===== config.mk =====
export PLATFORM = sky130hd
export DESIGN_NAME = sal_axi_rd_responder_flat
export DESIGN_NICKNAME = d
export VERILOG_FILES = /design/src/rtl/sal_axi_rd_responder_if.sv /design/src/rtl/sal_axi_rd_responder.sv /design/src/flat_wrapper.sv
export SDC_FILE = /design/constraint.sdc
export NUM_CORES = 1
export LEC_CHECK = 0
export ABC_AREA = 0
export ABC_CLOCK_PERIOD_IN_PS = 13900
export CAP_MARGIN = 30
export CORE_UTILIZATION = 36
export CTS_BUF_LIST = sky130_fd_sc_hd__clkbuf_8
export CTS_CLUSTER_DIAMETER = 50
export DETAILED_ROUTE_END_ITERATION = 16
export PLACE_DENSITY = 0.54
export SYNTH_ARGS = -nofsm -noshare
export SYNTH_HDL_FRONTEND = slang
export SYNTH_SLANG_ARGS = --single-unit

===== constraint.sdc =====
create_clock -name clk -period 13.9 [get_ports clk]
set_clock_uncertainty 0.05 [all_clocks]
set_input_delay 4.17 -clock clk [delete_from_list [all_inputs] [get_ports clk]]
set_output_delay 4.17 -clock clk [all_outputs]
set_load 0.005 [all_outputs]

===== src/rtl/sal_axi_rd_responder_if.sv =====
// sal_axi_rd_responder_if: AXI AR/R channels plus the per-beat backend request/response bundle
interface sal_axi_rd_responder_if #(
  parameter int ID_WIDTH   = 4,
  parameter int ADDR_WIDTH = 32,
  parameter int DATA_WIDTH = 128
);
  logic                  arvalid;
  logic                  arready;
  logic [ID_WIDTH-1:0]   arid;
  logic [ADDR_WIDTH-1:0] araddr;
  logic [7:0]            arlen;
  logic [2:0]            arsize;
  logic [1:0]            arburst;
  logic                  rvalid;
  logic                  rready;
  logic [ID_WIDTH-1:0]   rid;
  logic [DATA_WIDTH-1:0] rdata;
  logic [1:0]            rresp;
  logic                  rlast;
  logic                  req_valid;
  logic                  req_ready;
  logic [ADDR_WIDTH-1:0] req_addr;
  logic                  rsp_valid;
  logic [DATA_WIDTH-1:0] rsp_data;
  modport slave (
    input  arvalid, arid, araddr, arlen, arsize, arburst, rready, req_ready, rsp_valid, rsp_data,
    output arready, rvalid, rid, rdata, rresp, rlast, req_valid, req_addr
  );
  modport master (
    output arvalid, arid, araddr, arlen, arsize, arburst, rready, req_ready, rsp_valid, rsp_data,
    input  arready, rvalid, rid, rdata, rresp, rlast, req_valid, req_addr
  );
endinterface


===== src/rtl/sal_axi_rd_responder.sv =====
// sal_axi_rd_responder: expands AR bursts into backend beat requests and returns in-order R data
module sal_axi_rd_responder #(
  parameter int ID_WIDTH   = 4,
  parameter int ADDR_WIDTH = 32,
  parameter int DATA_WIDTH = 128,
  parameter int DATA_DEPTH = 8
) (
  input logic clk,
  input logic rst_n,
  sal_axi_rd_responder_if.slave bus
);
  localparam int AW = $clog2(DATA_DEPTH);
  localparam int CW = AW + 1;
  typedef enum logic {IDLE, ISSUE} state_t;
  state_t                state;
  logic                  arready_q;
  logic [ID_WIDTH-1:0]   id_q;
  logic [ADDR_WIDTH-1:0] addr_q;
  logic [7:0]            len_q;
  logic [7:0]            beat;
  logic [2:0]            size_q;
  logic                  fixed_q;
  logic [CW-1:0]         credits;
  logic [CW-1:0]         tag_wr, tag_rd, dat_wr, dat_rd;
  logic [ID_WIDTH-1:0]   tag_id [DATA_DEPTH];
  logic                  tag_last [DATA_DEPTH];
  logic [ID_WIDTH-1:0]   dat_id [DATA_DEPTH];
  logic                  dat_last [DATA_DEPTH];
  logic [DATA_WIDTH-1:0] dat_data [DATA_DEPTH];
  logic                  tag_empty, dat_empty, req_fire, rsp_fire, r_fire;
  assign tag_empty     = tag_wr == tag_rd;
  assign dat_empty     = dat_wr == dat_rd;
  assign req_fire      = bus.req_valid && bus.req_ready;
  assign rsp_fire      = bus.rsp_valid && !tag_empty;
  assign r_fire        = bus.rvalid && bus.rready;
  assign bus.arready   = arready_q;
  assign bus.req_valid = state == ISSUE && credits != '0;
  assign bus.req_addr  = addr_q;
  assign bus.rvalid    = !dat_empty;
  assign bus.rid       = dat_empty ? '0 : dat_id[dat_rd[AW-1:0]];
  assign bus.rdata     = dat_empty ? '0 : dat_data[dat_rd[AW-1:0]];
  assign bus.rlast     = dat_empty ? 1'b0 : dat_last[dat_rd[AW-1:0]];
  assign bus.rresp     = 2'b00;
  // Burst sequencer: accept one AR, then walk its beats until the last request is taken
  always_ff @(posedge clk or negedge rst_n) begin
    if (!rst_n) begin
      state     <= IDLE;
      arready_q <= 1'b0;
      id_q      <= '0;
      addr_q    <= '0;
      len_q     <= '0;
      beat      <= '0;
      size_q    <= '0;
      fixed_q   <= 1'b0;
    end else if (state == IDLE) begin
      arready_q <= !(bus.arvalid && arready_q);
      if (bus.arvalid && arready_q) begin
        state   <= ISSUE;
        id_q    <= bus.arid;
        addr_q  <= bus.araddr;
        len_q   <= bus.arlen;
        size_q  <= bus.arsize;
        fixed_q <= bus.arburst == 2'b00;
        beat    <= '0;
      end
    end else if (req_fire) begin
      beat   <= beat + 8'd1;
      addr_q <= fixed_q ? addr_q : addr_q + (ADDR_WIDTH'(1) << size_q);
      if (beat == len_q) begin
        state     <= IDLE;
        arready_q <= 1'b1;
      end
    end
  end
  // Credits reserve a data FIFO slot per issued beat, since backend data cannot be stalled
  always_ff @(posedge clk or negedge rst_n) begin
    if (!rst_n) credits <= CW'(DATA_DEPTH);
    else credits <= credits - CW'(req_fire) + CW'(r_fire);
  end
  // FIFO pointers carry an extra wrap bit so full and empty are distinguishable
  always_ff @(posedge clk or negedge rst_n) begin
    if (!rst_n) begin
      tag_wr <= '0;
      tag_rd <= '0;
      dat_wr <= '0;
      dat_rd <= '0;
    end else begin
      tag_wr <= tag_wr + CW'(req_fire);
      tag_rd <= tag_rd + CW'(rsp_fire);
      dat_wr <= dat_wr + CW'(rsp_fire);
      dat_rd <= dat_rd + CW'(r_fire);
    end
  end
  // FIFO storage needs no reset; only the pointers define validity
  always_ff @(posedge clk) begin
    if (req_fire) begin
      tag_id[tag_wr[AW-1:0]]   <= id_q;
      tag_last[tag_wr[AW-1:0]] <= beat == len_q;
    end
    if (rsp_fire) begin
      dat_id[dat_wr[AW-1:0]]   <= tag_id[tag_rd[AW-1:0]];
      dat_last[dat_wr[AW-1:0]] <= tag_last[tag_rd[AW-1:0]];
      dat_data[dat_wr[AW-1:0]] <= bus.rsp_data;
    end
  end
endmodule


===== src/flat_wrapper.sv =====
// flat-port wrapper written by rule: the top's interface ports become plain ports
module sal_axi_rd_responder_flat 
#(
  parameter int ID_WIDTH   = 4,
  parameter int ADDR_WIDTH = 32,
  parameter int DATA_WIDTH = 128,
  parameter int DATA_DEPTH = 8
)
  (clk, rst_n, bus_arvalid, bus_arid, bus_araddr, bus_arlen, bus_arsize, bus_arburst, bus_rready, bus_req_ready, bus_rsp_valid, bus_rsp_data, bus_arready, bus_rvalid, bus_rid, bus_rdata, bus_rresp, bus_rlast, bus_req_valid, bus_req_addr);
  sal_axi_rd_responder_if #(.ID_WIDTH(ID_WIDTH), .ADDR_WIDTH(ADDR_WIDTH), .DATA_WIDTH(DATA_WIDTH)) bus_i ();
  input logic clk;
  input logic rst_n;
  input wire logic [$bits(bus_i.arvalid)-1:0] bus_arvalid;
  input wire logic [$bits(bus_i.arid)-1:0] bus_arid;
  input wire logic [$bits(bus_i.araddr)-1:0] bus_araddr;
  input wire logic [$bits(bus_i.arlen)-1:0] bus_arlen;
  input wire logic [$bits(bus_i.arsize)-1:0] bus_arsize;
  input wire logic [$bits(bus_i.arburst)-1:0] bus_arburst;
  input wire logic [$bits(bus_i.rready)-1:0] bus_rready;
  input wire logic [$bits(bus_i.req_ready)-1:0] bus_req_ready;
  input wire logic [$bits(bus_i.rsp_valid)-1:0] bus_rsp_valid;
  input wire logic [$bits(bus_i.rsp_data)-1:0] bus_rsp_data;
  output wire logic [$bits(bus_i.arready)-1:0] bus_arready;
  output wire logic [$bits(bus_i.rvalid)-1:0] bus_rvalid;
  output wire logic [$bits(bus_i.rid)-1:0] bus_rid;
  output wire logic [$bits(bus_i.rdata)-1:0] bus_rdata;
  output wire logic [$bits(bus_i.rresp)-1:0] bus_rresp;
  output wire logic [$bits(bus_i.rlast)-1:0] bus_rlast;
  output wire logic [$bits(bus_i.req_valid)-1:0] bus_req_valid;
  output wire logic [$bits(bus_i.req_addr)-1:0] bus_req_addr;
  assign bus_i.arvalid = bus_arvalid;
  assign bus_i.arid = bus_arid;
  assign bus_i.araddr = bus_araddr;
  assign bus_i.arlen = bus_arlen;
  assign bus_i.arsize = bus_arsize;
  assign bus_i.arburst = bus_arburst;
  assign bus_i.rready = bus_rready;
  assign bus_i.req_ready = bus_req_ready;
  assign bus_i.rsp_valid = bus_rsp_valid;
  assign bus_i.rsp_data = bus_rsp_data;
  assign bus_arready = bus_i.arready;
  assign bus_rvalid = bus_i.rvalid;
  assign bus_rid = bus_i.rid;
  assign bus_rdata = bus_i.rdata;
  assign bus_rresp = bus_i.rresp;
  assign bus_rlast = bus_i.rlast;
  assign bus_req_valid = bus_i.req_valid;
  assign bus_req_addr = bus_i.req_addr;
  sal_axi_rd_responder #(.ID_WIDTH(ID_WIDTH), .ADDR_WIDTH(ADDR_WIDTH), .DATA_WIDTH(DATA_WIDTH), .DATA_DEPTH(DATA_DEPTH)) u_core (.clk(clk), .rst_n(rst_n), .bus(bus_i));
endmodule

==> results.json, run 1 <==
{
  "outcome": "completed",
  "synthTopCellsByArea": "edfxtp_1, mux4_2, dfrtp_1",
  "crit_type": "reg -> out",
  "rows": 131,
  "syn_area_um2": 46400,
  "synth_seq_cells": 1182,
  "clock_path_buffers": 3,
  "hold_viol": 0,
  "crit_chain": "buf_4 > buf_12 > mux4_2 > mux2i_1 > nor2_1 > clkdlybuf4s50_1",
  "grt_max_degree": 103,
  "max_slew_margin_pct": 33.5,
  "synthCells": 2256,
  "ant_nets": 0,
  "vias_per_cell": 5.11,
  "endpoint_kind": "output port",
  "crit_fanout": 102,
  "post-place-ws_ps": 5530,
  "grt_overflow": 0,
  "utilization_pct": 43.8,
  "cts_tree": "done",
  "drt_wl_total_um": 110000,
  "startpoint_type": "flop",
  "max_freq_mhz": 110,
  "antenna_found_initial": 14,
  "synthFlopType": "edfxtp_1",
  "setup_viol": 0,
  "h-tree-depth": 4,
  "cts-hold-fix-buffers": 0,
  "yosys.area_share.simple_pct": 3.22,
  "synth_top_area_cell": "edfxtp_1",
  "synth-adder-area-share_pct": 0.679,
  "synth_top_family_by_area": "multiplexers",
  "yosysTopAreaCellShare_pct": 71.4,
  "fin_crit_sh_pct": 65.3,
  "synth_commonest_cells": "edfxtp_1, mux4_2, nor2_1, mux2i_1, nand2_1",
  "grt_pass1_wl_um": 164000,
  "drive_gt1_share_pct": 21.3,
  "cts.clk_slew.worst_paths_ps": 60,
  "synth_warnings": 0,
  "cts_setup_buffers": 0,
  "cellPowerDensity_nw_per_um2": 219,
  "worst_ep_required_time_ps": 9680,
  "io_pins": 353,
  "max_stage_delay_ps": 940,
  "die_area_um2": 130000,
  "final_max_slew_viol_count": 0,
  "drc": 0,
  "yosysSeqAreaShare_pct": 75.6,
  "min_period_ps": 9080,
  "worstMarginPinSlew_ps": 998,
  "nets": 2949,
  "path_buf_inv": 3,
  "synth_compound_area_share_pct": 1.55,
  "start_util_pct": 36.4,
  "routabilityCongestion": 0.745,
  "clock_latency_ps": 880,
  "cp_slowest_cell": "dfrtp_4",
  "post_drt_wl_per_cell_um": 24.0,
  "die_h_um": 361,
  "fp.dieW_um": 361,
  "fill_cells": 11100,
  "cts.sinks": 1182,
  "finalNonFillerCells": 4560,
  "hp-class": "reg -> reg",
  "cp.arrival_ps": 4860,
  "yosysMostFrequentCell": "edfxtp_1",
  "area_growth_pct": 20.5,
  "async_flop_share_pct": 6.60,
  "via_count": 23300,
  "cts-root-buf": "clkbuf_8",
  "rsz0062_at_grt": "false",
  "grt_pass1_vias": 25500,
  "drv_cap": 0,
  "cts_buffers": 200,
  "firstDrtPassIters": 4,
  "netlist-cell-type-count": 65,
  "postSynthAreaPerCell_um2": 20.6,
  "dpl.hpwl_um": 61300,
  "grt_use_total_pct": 17.0,
  "synth_edf_count": 1104,
  "first_iter_violations": 1726,
  "synth_mux_area_share_pct": 17.0,
  "placed_area_um2": 52100,
  "setup_ws_ps": 4820,
  "p_leak_nw": 18.8,
  "postCtsResizedCells": 0,
  "vdd_drop_max_mv": 0.162,
  "synth_xor_area_share_pct": 0.679,
  "post-place-cells": 4198,
  "timing.critical_path.max_delay_family": "buffers and inverters",
  "core-area_um2": 128000,
  "stdcell_area_um2": 56000,
  "fin_setup_tns_ps": 0,
  "portBuffers": 350
}
## registers in the layout, summed over array words and instances, names as in the netlist
register	flops
u_core.fixed_q	1
u_core.dat_wr	4
u_core.dat_rd	4
u_core.credits	4
u_core.len_q	8
u_core.tag_last	8
u_core.dat_data	1024
u_core.id_q	4
u_core.bus.arready	1
u_core.tag_wr	4
u_core.dat_id	32
u_core.dat_last	8
u_core.tag_rd	4
u_core.state	1
u_core.beat	8
u_core.tag_id	32
u_core.size_q	3
u_core.bus.req_addr	32
## layer usage
layer | track usage (%) | share of wire [%]
met1 | 21.5 | 42
met2 | 28.7 | 51
met3 | 4.29 | 5.4
met4 | 4.80 | 1.7
met5 | 0 | 0.10
## kinds of logic (layout without fill, tap and decap cells)
logic type | count (synthesis) | after routing
compound gates | 97 | 97
fa+ha+maj | 24 | 24
xor+xnor | 36 | 36
buf+inv | 135 | 771
simple gates | 339 | 339
other cells | 1 | 7
mux | 442 | 442
flops | 1182 | 1182
## final cells by class
class | instances | area [µm²] | share of cell area [%]
flip-flops and latches | 1182 | 35100 | 62.7
multi-input cells | 940 | 10800 | 19.3
repair buffers | 405 | 4200 | 7.50
clock buffers | 204 | 2810 | 5.02
well taps | 1662 | 2080 | 3.72
clock inverters | 149 | 905 | 1.62
inverters | 13 | 48.8 | 0.0872
diodes | 5 | 12.5 | 0.0224
## power breakdown
group          leakage, nW  switching (mW)  internal [mW]  total (mW)
clock network         2.13            1.40           1.49        2.89
logic                 5.65            2.19           2.23        4.42
registers             11.0           0.351           4.61        4.96
## worst paths after layout
check                                       from                     end  slack, ps  depth (start not counted)
min in group asynchronous                  rst_n  u_core.bus.req_addr[3]       3250                          1
worst min-delay path            u_core.tag_wr[3]        u_core.tag_wr[3]        440                          1
worst min register to register  u_core.tag_wr[3]        u_core.tag_wr[3]        440                          1
worst max-delay path            u_core.dat_rd[0]            bus_rdata[0]       4820                          6
worst max register to register  u_core.tag_rd[0]  u_core.dat_data[5][99]       9990                          7
max in group asynchronous                  rst_n        u_core.dat_rd[0]       9870                          2
## cell usage in the layout, fill, tap and decap left out, drive strengths merged, types with 6 or more instances in the layout
cell | Yosys | layout
edfxtp | 1104 | 1104
clkdlybuf4s50 | 0 | 349
mux4 | 276 | 276
clkbuf | 59 | 204
nor2 | 170 | 170
mux2i | 160 | 160
inv | 13 | 93
nand2 | 90 | 90
dfrtp | 77 | 77
clkinv | 0 | 60
buf | 63 | 56
a21oi | 31 | 31
ha | 22 | 22
o21ai | 21 | 21
xnor2 | 19 | 19
nand3 | 18 | 18
xor2 | 17 | 17
o22ai | 13 | 13
nor3 | 12 | 12
nand4 | 10 | 10
and3 | 10 | 10
a22oi | 8 | 8
nor3b | 6 | 6
mux2 | 6 | 6
bufinv | 0 | 6
## metrics by stage
step / hold WS, ps / power [mW]
finish: 442 / 12.3
global route: 473 / 13.0
CTS: 446 / 12.5
detailed placement: 436 / 9.54
global placement: 430 / 9.44
floorplan: 414 / 7.49
Power figures use the tool's default switching activity.
==> inputs of run 2 (changes only) <==
--- a/config.mk
+++ b/config.mk
@@ -6,7 +6,7 @@
 export NUM_CORES = 1
 export LEC_CHECK = 0
 export ABC_AREA = 0
-export ABC_CLOCK_PERIOD_IN_PS = 13900
+export ABC_CLOCK_PERIOD_IN_PS = 9200
 export CAP_MARGIN = 30
 export CORE_UTILIZATION = 36
 export CTS_BUF_LIST = sky130_fd_sc_hd__clkbuf_8
==> constraint.sdc (replaced) <==
create_clock -name clk -period 9.2 [get_ports clk]
set_clock_uncertainty 0.05 [all_clocks]
set_input_delay 2.76 -clock clk [delete_from_list [all_inputs] [get_ports clk]]
set_output_delay 2.76 -clock clk [all_outputs]
set_load 0.005 [all_outputs]
==> results.json, run 2 (synthesis gave the netlist of run 1 again) <==
{
  "nets": 2928,
  "core-area_um2": 128000,
  "start_util_pct": 36.4,
  "die_area_um2": 130000,
  "outcome": "completed",
  "firstDrtPassIters": 5,
  "hold_viol": 0,
  "hold_slack_ps": 442,
  "grt_overflow": 0,
  "crit_fanout": 89,
  "final_cell_mix": "edfxtp_1, clkdlybuf4s50_1, mux4_2, clkbuf_8, nor2_1",
  "startpoint_type": "flop",
  "timing.critical_path.max_delay_family": "multiplexers",
  "cts_tree": "done",
  "antenna_found_initial": 15,
  "finalPower_mw": 18.4,
  "max_stage_delay_ps": 1010,
  "via_count": 23200,
  "first_iter_violations": 1449,
  "cts-hold-fix-buffers": 0,
  "final_max_slew_viol_count": 0,
  "drive_gt1_share_pct": 21.0,
  "setup_viol": 0,
  "grt_pass1_wl_um": 162000,
  "max_freq_mhz": 142,
  "area_growth_pct": 20.0,
  "cellPowerDensity_nw_per_um2": 331,
  "setup_ws_ps": 2140,
  "fill_cells": 11100,
  "fin_crit_sh_pct": 76.8,
  "worstMarginPinSlew_ps": 1040,
  "grt_use_total_pct": 16.9,
  "min_period_ps": 7060,
  "rsz0062_at_grt": "false",
  "io_pins": 353,
  "post-place-cells": 4185,
  "cp_slowest_cell": "dfrtp_4",
  "routabilityCongestion": 0.756,
  "final_common_cell": "edfxtp_1",
  "largest_reg_flops": 1024,
  "crit_chain": "buf_12 > mux4_2 > mux2i_1 > nor2_1 > clkdlybuf4s50_1",
  "cts.sinks": 1182,
  "grt_max_degree": 122,
  "crit_type": "reg -> out",
  "vdd_drop_max_mv": 0.176,
  "drc": 0,
  "p_leak_nw": 18.6,
  "endpoint_kind": "output port",
  "clock_path_buffers": 3,
  "hp-class": "reg -> reg",
  "post-place-ws_ps": 2870,
  "grt_pass1_vias": 25200,
  "rows": 131,
  "dpl.hpwl_um": 59300,
  "postCtsResizedCells": 0,
  "cp.arrival_ps": 4250,
  "cts-root-buf": "clkbuf_8",
  "worst_ep_required_time_ps": 6390,
  "path_buf_inv": 2,
  "cts_setup_buffers": 0,
  "drt_wl_total_um": 109000,
  "finalNonFillerCells": 4539,
  "ant_nets": 0,
  "portBuffers": 350,
  "die_h_um": 361,
  "fp.dieW_um": 361,
  "clock_latency_ps": 900,
  "fin_setup_tns_ps": 0,
  "h-tree-depth": 4,
  "cts.clk_slew.worst_paths_ps": 60,
  "vias_per_cell": 5.11,
  "cts_buffers": 196,
  "post_drt_wl_per_cell_um": 24.0,
  "drv_cap": 0,
  "max_slew_margin_pct": 30.6
}
run 2: worst paths after layout:
check | from | to | slack, ps | cells past startpoint
worst max-delay path | u_core.dat_rd[0] | bus_rdata[44] | 2140 | 5
worst min-delay path | u_core.dat_wr[3] | u_core.dat_wr[3] | 440 | 1
worst max register to register | u_core.tag_rd[0] | u_core.dat_data[0][91] | 5490 | 6
worst min register to register | u_core.dat_wr[3] | u_core.dat_wr[3] | 440 | 1
max in group asynchronous | rst_n | u_core.dat_rd[2] | 6200 | 2
min in group asynchronous | rst_n | u_core.bus.req_addr[9] | 1780 | 1
run 2: cell type report:
class                   instances  area, µm²  share of cell area [%]
inverters                      13       48.8                  0.0875
flip-flops and latches       1182      35100                    63.0
clock buffers                 197       2710                    4.86
well taps                    1662       2080                    3.73
diodes                          4       10.0                  0.0180
repair buffers                388       4020                    7.21
multi-input cells             940      10800                    19.4
clock inverters               153        951                    1.71
run 2: layer usage:
layer  vias up  share of wire, %  GRT usage (%)  wire length, µm
li1      10100                 -              -                -
met1     12200                43           22.1            46800
met2       666                49           27.6            53400
met3       176               5.8           4.17             6280
met4        20               2.0           5.35             2210
met5         -              0.11              0              115
run 2: per-stage QoR:
step / area (µm²) / utilization, %
floorplan: 46500 / -
global placement: 51900 / 40.6
detailed placement: 52100 / 40.8
CTS: 55700 / 43.6
global route: 55700 / 43.7
finish: 55700 / 43.7
run 2: power breakdown:
part           total [mW]  switching [mW]  internal, mW
sequential           7.51           0.542          6.96
combinational        6.58            3.24          3.33
clock                4.35            2.09          2.26
==> inputs of run 3 (changes only) <==
--- a/config.mk
+++ b/config.mk
@@ -6,13 +6,13 @@
 export NUM_CORES = 1
 export LEC_CHECK = 0
 export ABC_AREA = 0
-export ABC_CLOCK_PERIOD_IN_PS = 9200
+export ABC_CLOCK_PERIOD_IN_PS = 5890
 export CAP_MARGIN = 30
 export CORE_UTILIZATION = 36
 export CTS_BUF_LIST = sky130_fd_sc_hd__clkbuf_8
 export CTS_CLUSTER_DIAMETER = 50
 export DETAILED_ROUTE_END_ITERATION = 16
-export PLACE_DENSITY = 0.54
+export PLACE_DENSITY = 0.55
 export SYNTH_ARGS = -nofsm -noshare
 export SYNTH_HDL_FRONTEND = slang
 export SYNTH_SLANG_ARGS = --single-unit
==> constraint.sdc (replaced) <==
create_clock -name clk -period 5.89 [get_ports clk]
set_clock_uncertainty 0.05 [all_clocks]
set_input_delay 1.767 -clock clk [delete_from_list [all_inputs] [get_ports clk]]
set_output_delay 1.767 -clock clk [all_outputs]
set_load 0.005 [all_outputs]
==> results.json, run 3 (synthesis gave the netlist of run 1 again) <==
{
  "clock_latency_ps": 900,
  "drc": 0,
  "grt_overflow": 0,
  "grt_max_degree": 129,
  "post_drt_wl_per_cell_um": 24.0,
  "rsz0062_at_grt": "false",
  "finalPower_mw": 28.9,
  "grt_pass1_wl_um": 163000,
  "start_util_pct": 36.4,
  "crit_fanout": 46,
  "cts-root-buf": "clkbuf_8",
  "min_period_ps": 5380,
  "postCtsResizedCells": 0,
  "fp.dieW_um": 361,
  "cellPowerDensity_nw_per_um2": 518,
  "worst_ep_required_time_ps": 4070,
  "post-place-ws_ps": 1330,
  "io_pins": 353,
  "grt_use_total_pct": 17.0,
  "cts_setup_buffers": 0,
  "fin_setup_tns_ps": 0,
  "cts-hold-fix-buffers": 0,
  "via_count": 23200,
  "max_freq_mhz": 186,
  "h-tree-depth": 4,
  "finalNonFillerCells": 4560,
  "setup_ws_ps": 514,
  "rows": 131,
  "largest_reg_flops": 1024,
  "die_h_um": 361,
  "dpl.hpwl_um": 58000,
  "max_slew_margin_pct": 21.4,
  "core-area_um2": 128000,
  "endpoint_kind": "output port",
  "startpoint_type": "flop",
  "ant_nets": 0,
  "cts.clk_slew.worst_paths_ps": 70,
  "post-place-cells": 4188,
  "worstMarginPinSlew_ps": 1180,
  "path_buf_inv": 3,
  "outcome": "completed",
  "portBuffers": 350,
  "crit_top_cell": "buf_12",
  "clock_path_buffers": 3,
  "seqCellArea_um2": 35100,
  "final_cell_mix": "edfxtp_1, clkdlybuf4s50_1, mux4_2, clkbuf_8, nor2_1",
  "vias_per_cell": 5.08,
  "cp_slowest_cell": "dfrtp_4",
  "p_leak_nw": 18.6,
  "grt_pass1_vias": 25200,
  "final_common_cell": "edfxtp_1",
  "vdd_drop_max_mv": 0.423,
  "cts_buffers": 196,
  "firstDrtPassIters": 7,
  "area_growth_pct": 20.2,
  "cp.arrival_ps": 3560,
  "cts_tree": "done",
  "routabilityCongestion": 0.753,
  "fill_cells": 11100,
  "max_stage_delay_ps": 520,
  "die_area_um2": 130000,
  "drive_gt1_share_pct": 21.3,
  "first_iter_violations": 1738,
  "drt_wl_total_um": 109000,
  "hold_viol": 0,
  "antenna_found_initial": 11,
  "nets": 2931,
  "crit_chain": "buf_12 > buf_12 > mux4_2 > mux2i_1 > nor2_1 > clkdlybuf4s50_1",
  "cts.sinks": 1182,
  "multi_input_area_um2": 10800,
  "final_max_slew_viol_count": 0,
  "timing.critical_path.max_delay_family": "buffers and inverters",
  "hp-class": "reg -> reg",
  "setup_viol": 0,
  "drv_cap": 0,
  "hold_slack_ps": 441,
  "fin_crit_sh_pct": 91.3,
  "crit_type": "reg -> out"
}
[run 3: per-stage QoR]
step / utilization [%] / cell area (µm²)
after global placement: 40.8 / 52000
after detailed placement: 40.8 / 52100
after CTS: 43.7 / 55800
after floorplan: - / 46500
after global routing: 43.7 / 55800
final: 43.7 / 55800
[run 3: power by group]
part	internal (mW)	total, mW	switching, mW
clock network	3.53	6.84	3.31
registers	10.9	11.6	0.718
logic	5.23	10.5	5.24
[run 3: per-layer routing]
layer | wire length (µm) | up-vias | track usage [%]
met5 | 61 | - | 0
li1 | - | 10200 | -
met3 | 5650 | 168 | 3.72
met2 | 54000 | 657 | 27.9
met4 | 2260 | 10 | 5.77
met1 | 47300 | 12200 | 22.3
[run 3: final timing paths]
| check | startpoint | end | slack [ps] | cells after the start |
|---|---|---|---|---|
| max reg2reg | u_core.dat_rd[2] | u_core.credits[2] | 2690 | 8 |
| max in group asynchronous | rst_n | u_core.dat_rd[0] | 3930 | 2 |
| min | u_core.tag_rd[3] | u_core.tag_rd[3] | 440 | 1 |
| max | u_core.dat_rd[0] | bus_rdata[79] | 510 | 6 |
| min in group asynchronous | rst_n | u_core.len_q[0] | 830 | 1 |
| min reg2reg | u_core.tag_rd[3] | u_core.tag_rd[3] | 440 | 1 |
[run 3: cell type report]
cell class                      instances  area share [%]
Inverter                               13          0.0874
Antenna cell                            5          0.0224
Clock buffer                          202            4.98
Tap cell                             1662            3.72
Multi-Input combinational cell        940            19.4
Sequential cell                      1182            62.9
Clock inverter                        165            1.73
Timing Repair Buffer                  391            7.21
